$ cat src/rtl/data_memory_arbiter_pkg.sv
// Shared types and default widths for the two-port data memory arbiter.
package data_memory_arbiter_pkg;

  localparam int ADDR_W_DEF = 8;
  localparam int DATA_W_DEF = 8;

  typedef enum logic [1:0] {
    IDLE   = 2'd0,
    ACCESS = 2'd1,
    RESP   = 2'd2
  } dm_state_t;

  // One requester's operands. The field widths follow the package defaults,
  // so the top-level width parameters are expected to keep those defaults.
  typedef struct packed {
    logic                  we;
    logic [ADDR_W_DEF-1:0] addr;
    logic [DATA_W_DEF-1:0] wdata;
  } dm_req_t;

endpackage

$ cat src/rtl/data_memory_arbiter_if.sv
// Requester and memory-side bundle for the data memory arbiter.
// The slave modport belongs to the arbiter. The master modport belongs to
// whatever drives the requests and models the memory.
interface data_memory_arbiter_if
  import data_memory_arbiter_pkg::*;
#(
  parameter int ADDR_W = ADDR_W_DEF,
  parameter int DATA_W = DATA_W_DEF
);

  logic              req0;
  logic              req1;
  logic              we0;
  logic              we1;
  logic [ADDR_W-1:0] addr0;
  logic [ADDR_W-1:0] addr1;
  logic [DATA_W-1:0] wdata0;
  logic [DATA_W-1:0] wdata1;
  logic              ack0;
  logic              ack1;
  logic [DATA_W-1:0] rdata0;
  logic [DATA_W-1:0] rdata1;
  logic              memWrite;
  logic              memRead;
  logic [ADDR_W-1:0] endereco;
  logic [DATA_W-1:0] escreveDado;
  logic [DATA_W-1:0] leDado;

  modport slave (
    input  req0, req1, we0, we1, addr0, addr1, wdata0, wdata1, leDado,
    output ack0, ack1, rdata0, rdata1, memWrite, memRead, endereco, escreveDado
  );

  modport master (
    output req0, req1, we0, we1, addr0, addr1, wdata0, wdata1, leDado,
    input  ack0, ack1, rdata0, rdata1, memWrite, memRead, endereco, escreveDado
  );

endinterface

$ cat src/rtl/data_memory_arbiter_rr.sv
// Combinational two-way winner select.
// When only one port is requesting, that port wins. When both are
// requesting, the port that did not win last time is chosen, or port 0 is
// chosen when fixed priority is selected.
module data_memory_arbiter_rr #(
  parameter bit FIXED_PRIO = 1'b0
) (
  input  logic [1:0] req_i,
  input  logic       lastGrant_i,
  output logic       grantValid_o,
  output logic       grant_o
);

  // Pick the winner from the request pair and the previous grant.
  always_comb begin
    grantValid_o = |req_i;
    grant_o      = 1'b0;
    case (req_i)
      2'b10:   grant_o = 1'b1;
      2'b11:   grant_o = FIXED_PRIO ? 1'b0 : ~lastGrant_i;
      default: grant_o = 1'b0;
    endcase
  end

endmodule

$ cat src/rtl/data_memory_arbiter.sv
// Sequencer in front of the single-port data memory. The memory reads on
// the negative edge and writes on the positive edge.
// Each access takes IDLE -> ACCESS -> RESP. The winner's operands are
// registered straight onto the memory-side outputs, so the memory sees
// stable signals for the whole ACCESS cycle.
module data_memory_arbiter
  import data_memory_arbiter_pkg::*;
#(
  parameter int ADDR_W     = ADDR_W_DEF,
  parameter int DATA_W     = DATA_W_DEF,
  parameter bit FIXED_PRIO = 1'b0
) (
  input  logic                  clock,
  input  logic                  reset,
  data_memory_arbiter_if.slave  bus
);

  dm_state_t         state_q;
  logic              lastGrant_q;
  logic              grant_q;
  logic              ack0_q;
  logic              ack1_q;
  logic [DATA_W-1:0] rdata0_q;
  logic [DATA_W-1:0] rdata1_q;
  logic              memWrite_q;
  logic              memRead_q;
  logic [ADDR_W-1:0] endereco_q;
  logic [DATA_W-1:0] escreveDado_q;

  logic              grantValid_d;
  logic              grant_d;
  dm_req_t           winReq_d;

  data_memory_arbiter_rr #(
    .FIXED_PRIO (FIXED_PRIO)
  ) u_rr (
    .req_i        ({bus.req1, bus.req0}),
    .lastGrant_i  (lastGrant_q),
    .grantValid_o (grantValid_d),
    .grant_o      (grant_d)
  );

  // Route the winning port's operands. Only this selection is sampled, so
  // the losing port's operands are never captured.
  always_comb begin
    winReq_d = {bus.we0, bus.addr0, bus.wdata0};
    if (grant_d) begin
      winReq_d = {bus.we1, bus.addr1, bus.wdata1};
    end
  end

  // Main sequencer. It drives all registered outputs and arbitrates in IDLE.
  // An async reset aborts an in-flight write because memWrite drops before
  // the closing edge.
  always_ff @(posedge clock or posedge reset) begin
    if (reset) begin
      state_q       <= IDLE;
      lastGrant_q   <= 1'b1;
      grant_q       <= 1'b0;
      ack0_q        <= 1'b0;
      ack1_q        <= 1'b0;
      rdata0_q      <= '0;
      rdata1_q      <= '0;
      memWrite_q    <= 1'b0;
      memRead_q     <= 1'b0;
      endereco_q    <= '0;
      escreveDado_q <= '0;
    end else begin
      case (state_q)
        IDLE: begin
          memWrite_q <= 1'b0;
          memRead_q  <= 1'b0;
          if (grantValid_d) begin
            grant_q       <= grant_d;
            lastGrant_q   <= grant_d;
            memWrite_q    <= winReq_d.we;
            memRead_q     <= ~winReq_d.we;
            endereco_q    <= winReq_d.addr;
            escreveDado_q <= winReq_d.wdata;
            state_q       <= ACCESS;
          end
        end
        ACCESS: begin
          memWrite_q <= 1'b0;
          memRead_q  <= 1'b0;
          if (memRead_q) begin
            if (grant_q) begin
              rdata1_q <= bus.leDado;
            end else begin
              rdata0_q <= bus.leDado;
            end
          end
          if (grant_q) begin
            ack1_q <= 1'b1;
          end else begin
            ack0_q <= 1'b1;
          end
          state_q <= RESP;
        end
        RESP: begin
          ack0_q  <= 1'b0;
          ack1_q  <= 1'b0;
          state_q <= IDLE;
        end
        default: begin
          ack0_q     <= 1'b0;
          ack1_q     <= 1'b0;
          memWrite_q <= 1'b0;
          memRead_q  <= 1'b0;
          state_q    <= IDLE;
        end
      endcase
    end
  end

  assign bus.ack0        = ack0_q;
  assign bus.ack1        = ack1_q;
  assign bus.rdata0      = rdata0_q;
  assign bus.rdata1      = rdata1_q;
  assign bus.memWrite    = memWrite_q;
  assign bus.memRead     = memRead_q;
  assign bus.endereco    = endereco_q;
  assign bus.escreveDado = escreveDado_q;

endmodule

$ cat src/flat_wrapper.sv
// flat-port wrapper written by rule: the top's interface ports become plain ports
module data_memory_arbiter_flat import data_memory_arbiter_pkg::*;
#(
  parameter int ADDR_W     = ADDR_W_DEF,
  parameter int DATA_W     = DATA_W_DEF,
  parameter bit FIXED_PRIO = 1'b0
)
  (clock, reset, bus_req0, bus_req1, bus_we0, bus_we1, bus_addr0, bus_addr1, bus_wdata0, bus_wdata1, bus_leDado, bus_ack0, bus_ack1, bus_rdata0, bus_rdata1, bus_memWrite, bus_memRead, bus_endereco, bus_escreveDado);
  data_memory_arbiter_if #(.ADDR_W(ADDR_W), .DATA_W(DATA_W)) bus_i ();
  input  logic clock;
  input  logic reset;
  input wire logic [$bits(bus_i.req0)-1:0] bus_req0;
  input wire logic [$bits(bus_i.req1)-1:0] bus_req1;
  input wire logic [$bits(bus_i.we0)-1:0] bus_we0;
  input wire logic [$bits(bus_i.we1)-1:0] bus_we1;
  input wire logic [$bits(bus_i.addr0)-1:0] bus_addr0;
  input wire logic [$bits(bus_i.addr1)-1:0] bus_addr1;
  input wire logic [$bits(bus_i.wdata0)-1:0] bus_wdata0;
  input wire logic [$bits(bus_i.wdata1)-1:0] bus_wdata1;
  input wire logic [$bits(bus_i.leDado)-1:0] bus_leDado;
  output wire logic [$bits(bus_i.ack0)-1:0] bus_ack0;
  output wire logic [$bits(bus_i.ack1)-1:0] bus_ack1;
  output wire logic [$bits(bus_i.rdata0)-1:0] bus_rdata0;
  output wire logic [$bits(bus_i.rdata1)-1:0] bus_rdata1;
  output wire logic [$bits(bus_i.memWrite)-1:0] bus_memWrite;
  output wire logic [$bits(bus_i.memRead)-1:0] bus_memRead;
  output wire logic [$bits(bus_i.endereco)-1:0] bus_endereco;
  output wire logic [$bits(bus_i.escreveDado)-1:0] bus_escreveDado;
  assign bus_i.req0 = bus_req0;
  assign bus_i.req1 = bus_req1;
  assign bus_i.we0 = bus_we0;
  assign bus_i.we1 = bus_we1;
  assign bus_i.addr0 = bus_addr0;
  assign bus_i.addr1 = bus_addr1;
  assign bus_i.wdata0 = bus_wdata0;
  assign bus_i.wdata1 = bus_wdata1;
  assign bus_i.leDado = bus_leDado;
  assign bus_ack0 = bus_i.ack0;
  assign bus_ack1 = bus_i.ack1;
  assign bus_rdata0 = bus_i.rdata0;
  assign bus_rdata1 = bus_i.rdata1;
  assign bus_memWrite = bus_i.memWrite;
  assign bus_memRead = bus_i.memRead;
  assign bus_endereco = bus_i.endereco;
  assign bus_escreveDado = bus_i.escreveDado;
  data_memory_arbiter #(.ADDR_W(ADDR_W), .DATA_W(DATA_W), .FIXED_PRIO(FIXED_PRIO)) u_core (.clock(clock), .reset(reset), .bus(bus_i));
endmodule
$ cat config.mk
export PLATFORM = sky130hd
export DESIGN_NAME = data_memory_arbiter_flat
export DESIGN_NICKNAME = d
export VERILOG_FILES = /design/src/rtl/data_memory_arbiter_pkg.sv /design/src/rtl/data_memory_arbiter_if.sv /design/src/rtl/data_memory_arbiter_rr.sv /design/src/rtl/data_memory_arbiter.sv /design/src/flat_wrapper.sv
export SDC_FILE = /design/constraint.sdc
export NUM_CORES = 1
export LEC_CHECK = 0
export ABC_CLOCK_PERIOD_IN_PS = 1900
export CORE_MARGIN = 2
export CORE_UTILIZATION = 41
export DETAILED_ROUTE_END_ITERATION = 16
export PLACE_DENSITY_LB_ADDON = 0.05
export SYNTH_ARGS = -nofsm -noshare
export SYNTH_HDL_FRONTEND = slang
export SYNTH_SLANG_ARGS = --single-unit
$ cat constraint.sdc
create_clock -name clock -period 1.9 [get_ports clock]
set_input_delay 0.38 -clock clock [delete_from_list [all_inputs] [get_ports clock]]
set_output_delay 0.38 -clock clock [all_outputs]
set_load 0.02 [all_outputs]
==> out/results.txt <==
Status = complete, no violations
Layout Skew = 8.49 ps
Startpoint types = primary input
Final setup violation count = 0
#FFs+latches synth = 40
Initial antenna violation count = 0
Final period util = 92.4%
Req. time, crit path = 2080 ps
Root Buffer Master = clkbuf_8
Synth area leaders = dfrtp_1 (54%), mux2_1 (11%), a2bb2oi_1 (7.8%)
Layout Nets = 269
Crit end category = flip-flop
Dpl hpwl = 3380 um
Vias per inst = 5.28
Die area = 4920 um2
RD Place Congestion = 0.795
RSZ-0062 raised after global routing = no
Rel. slew slack = 66.0%
R2R cell count = 4
Vias in the first global route = 1506
Top-count cell post-synth = dfrtp_1
Layout cell share with drive strength beyond 1 = 16.1%
Yosys warns = 0
Syn_area_per_cell = 13.3 um2
Num CTS Buffers = 5
Asr flop ratio synth = 100%
Leak = 1.13 nW
Via count = 1453
Critical path peak fanout = 9
Post-synth top area share = 54.4%
IO Count = 82
Core Area = 4290 um2
WL final = 4520 um
Skew-Pair Late Insertion Delay = 290 ps
Max-cap viol count = 0
Cells after Synth = 135
Top_reg_cell synth = dfrtp_1
Fmax = 0.570 GHz
Initial Util = 41.8%
GRT Util Overall = 19.5%
Hold Crit Class = in -> async
Clock share of power = 12.0%
Die Ht = 70.2 um
Largest net degree at the start of global routing = 22
Int Power = 2.79 mW
Hold Vio Cnt, Final = 0
EDFF count, synth = 0
Drt initial violations = 64
Pwr Total = 4.49 mW
Global-route wire length before repair = 7500 um
Crit path arrival time = 1940 ps
Power density cells = 1620 nW/um2
Final core utilization = 64.7%
Net Switching = 1.70 mW
Sequential power share = 34.2%
Setup CP Type = in -> reg
Mapped Area = 1790 um2
DRT Pass-1 Iters = 4
Post-synth top cells = dfrtp_1 (39), mux2_1 (17), nand2_1 (17), a2bb2oi_1 (16), a2111oi_2 (9)
Placed insts = 268
CTS tree = done
Clock-pin slew on the worst setup and hold paths = 80 ps
DRC viols = 0
Row count = 24
Die width = 70.2 um
Syn nets = 181
Minimum clock period after layout = 1760 ps
Slew Limit Fails = 0
Longest Clk Path Bufs = 2
H-tree levels = 2
Count of different cell masters after synthesis = 25
Register area share after synthesis = 55.9%
Post-DRT Antenna Nets = 0
Wire length per cell = 16.4 um
Tightest Pin Transition = 509 ps
VDD IR-drop max = 894 uV
Gate power share = 53.7%
Area leader, netlist = dfrtp_1
CTS sink cnt = 40
Fin cells = 275
GR Overflow Total = 0
P&R area growth vs syn = 54.9%
ANT cells = 0
WHS = 356 ps
Switching Share = 37.9%
I/O Buffers = 81
==> kinds of logic after synthesis <==
group	after synthesis	synth area share, %
compound gates	38	21.9
buf+inv	13	4.04
flops	40	55.9
mux	19	11.9
simple gates	25	6.35
==> area by class of cell <==
class                   count  area, um2
flip-flops and latches     40       1000
repair buffers             92        893
multi-input cells          82        729
clock buffers               5       68.8
clock inverters             2       12.5
well taps                  52       65.1
fillers                   336       1520
inverters                   2       7.51
==> final timing paths <==
check	startpoint	to	slack, ps
max	bus_req0	u_core.bus.memRead$_DFFE_PP0P_	140
min	reset	u_core.bus.endereco[4]$_DFFE_PP0P_	360
max reg2reg	u_core.lastGrant_q$_DFFE_PP1P_	u_core.bus.escreveDado[7]$_DFFE_PP0P_	380
min reg2reg	u_core.state_q[1]$_DFFE_PP0P_	u_core.state_q[1]$_DFFE_PP0P_	460
max in group asynchronous	reset	u_core.lastGrant_q$_DFFE_PP1P_	970
min in group clock	u_core.state_q[1]$_DFFE_PP0P_	u_core.state_q[1]$_DFFE_PP0P_	460
==> critical path, cell delays in order <==
cell,delay [ps]
clkdlybuf4s50_1,460
buf_4,160
a21boi_2,320
mux2_2,410
o41ai_2,200
==> metal layers <==
metal / GRT usage (%) / vias to the layer above / wire, um
met2: 32.9 / 44 / 2340
li1: - / 689 / -
met5: 0 / - / 0
met3: 6.49 / 4 / 218
met4: 3.85 / 0 / 34
met1: 24.5 / 716 / 1920
==> stage by stage <==
| stage | area, um2 | TNS, ps | setup WS, ps |
|---|---|---|---|
| after global placement | 2690 | -3920 | -216 |
| after global routing | 2780 | 0 | 33.1 |
| after floorplan | 1790 | 0 | 576 |
| final | 2780 | 0 | 144 |
| after detailed placement | 2690 | -5010 | -286 |
| after CTS | 2770 | 0 | 24.8 |
==> sequential cells by signal, summed over array words and instances (netlist names), 2 cells and up <==
| register | cells |
|---|---|
| u_core.state_q | 2 |
| u_core.bus.rdata0 | 8 |
| u_core.bus.escreveDado | 8 |
| u_core.bus.rdata1 | 8 |
| u_core.bus.endereco | 8 |
==> placed cells by master (no fill, tap or decap), types with 2 or more instances in the layout <==
cell type,count
clkdlybuf4s50_1,81
dfrtp_1,39
nand2_1,17
mux2_1,17
a2bb2oi_1,16
buf_4,11
a2111oi_2,9
a2111oi_0,7
clkbuf_8,5
a21oi_1,2
nor2_1,2
==> power by group through the flow <==
| stage | Combinational, mW | Sequential (mW) | Clock, mW |
|---|---|---|---|
| 4_1_cts | 2.44 | 1.54 | 0.556 |
| 3_3_place_gp | 2.37 | 1.53 | 0 |
| 5_1_grt | 2.56 | 1.60 | 0.597 |
| 2_1_floorplan | 0.859 | 1.99 | 0 |
| 3_5_place_dp | 2.44 | 1.55 | 0 |
| 6_report | 2.41 | 1.54 | 0.540 |
==> what timing repair did <==
item / CTS / global route
gates resized for setup: 0 / 1
setup endpoints to repair: 0 / 19
hold buffers: 0 / 0
hold endpoints to repair: 0 / 0
setup buffers: 0 / 0
Power figures use the tool's default switching activity.
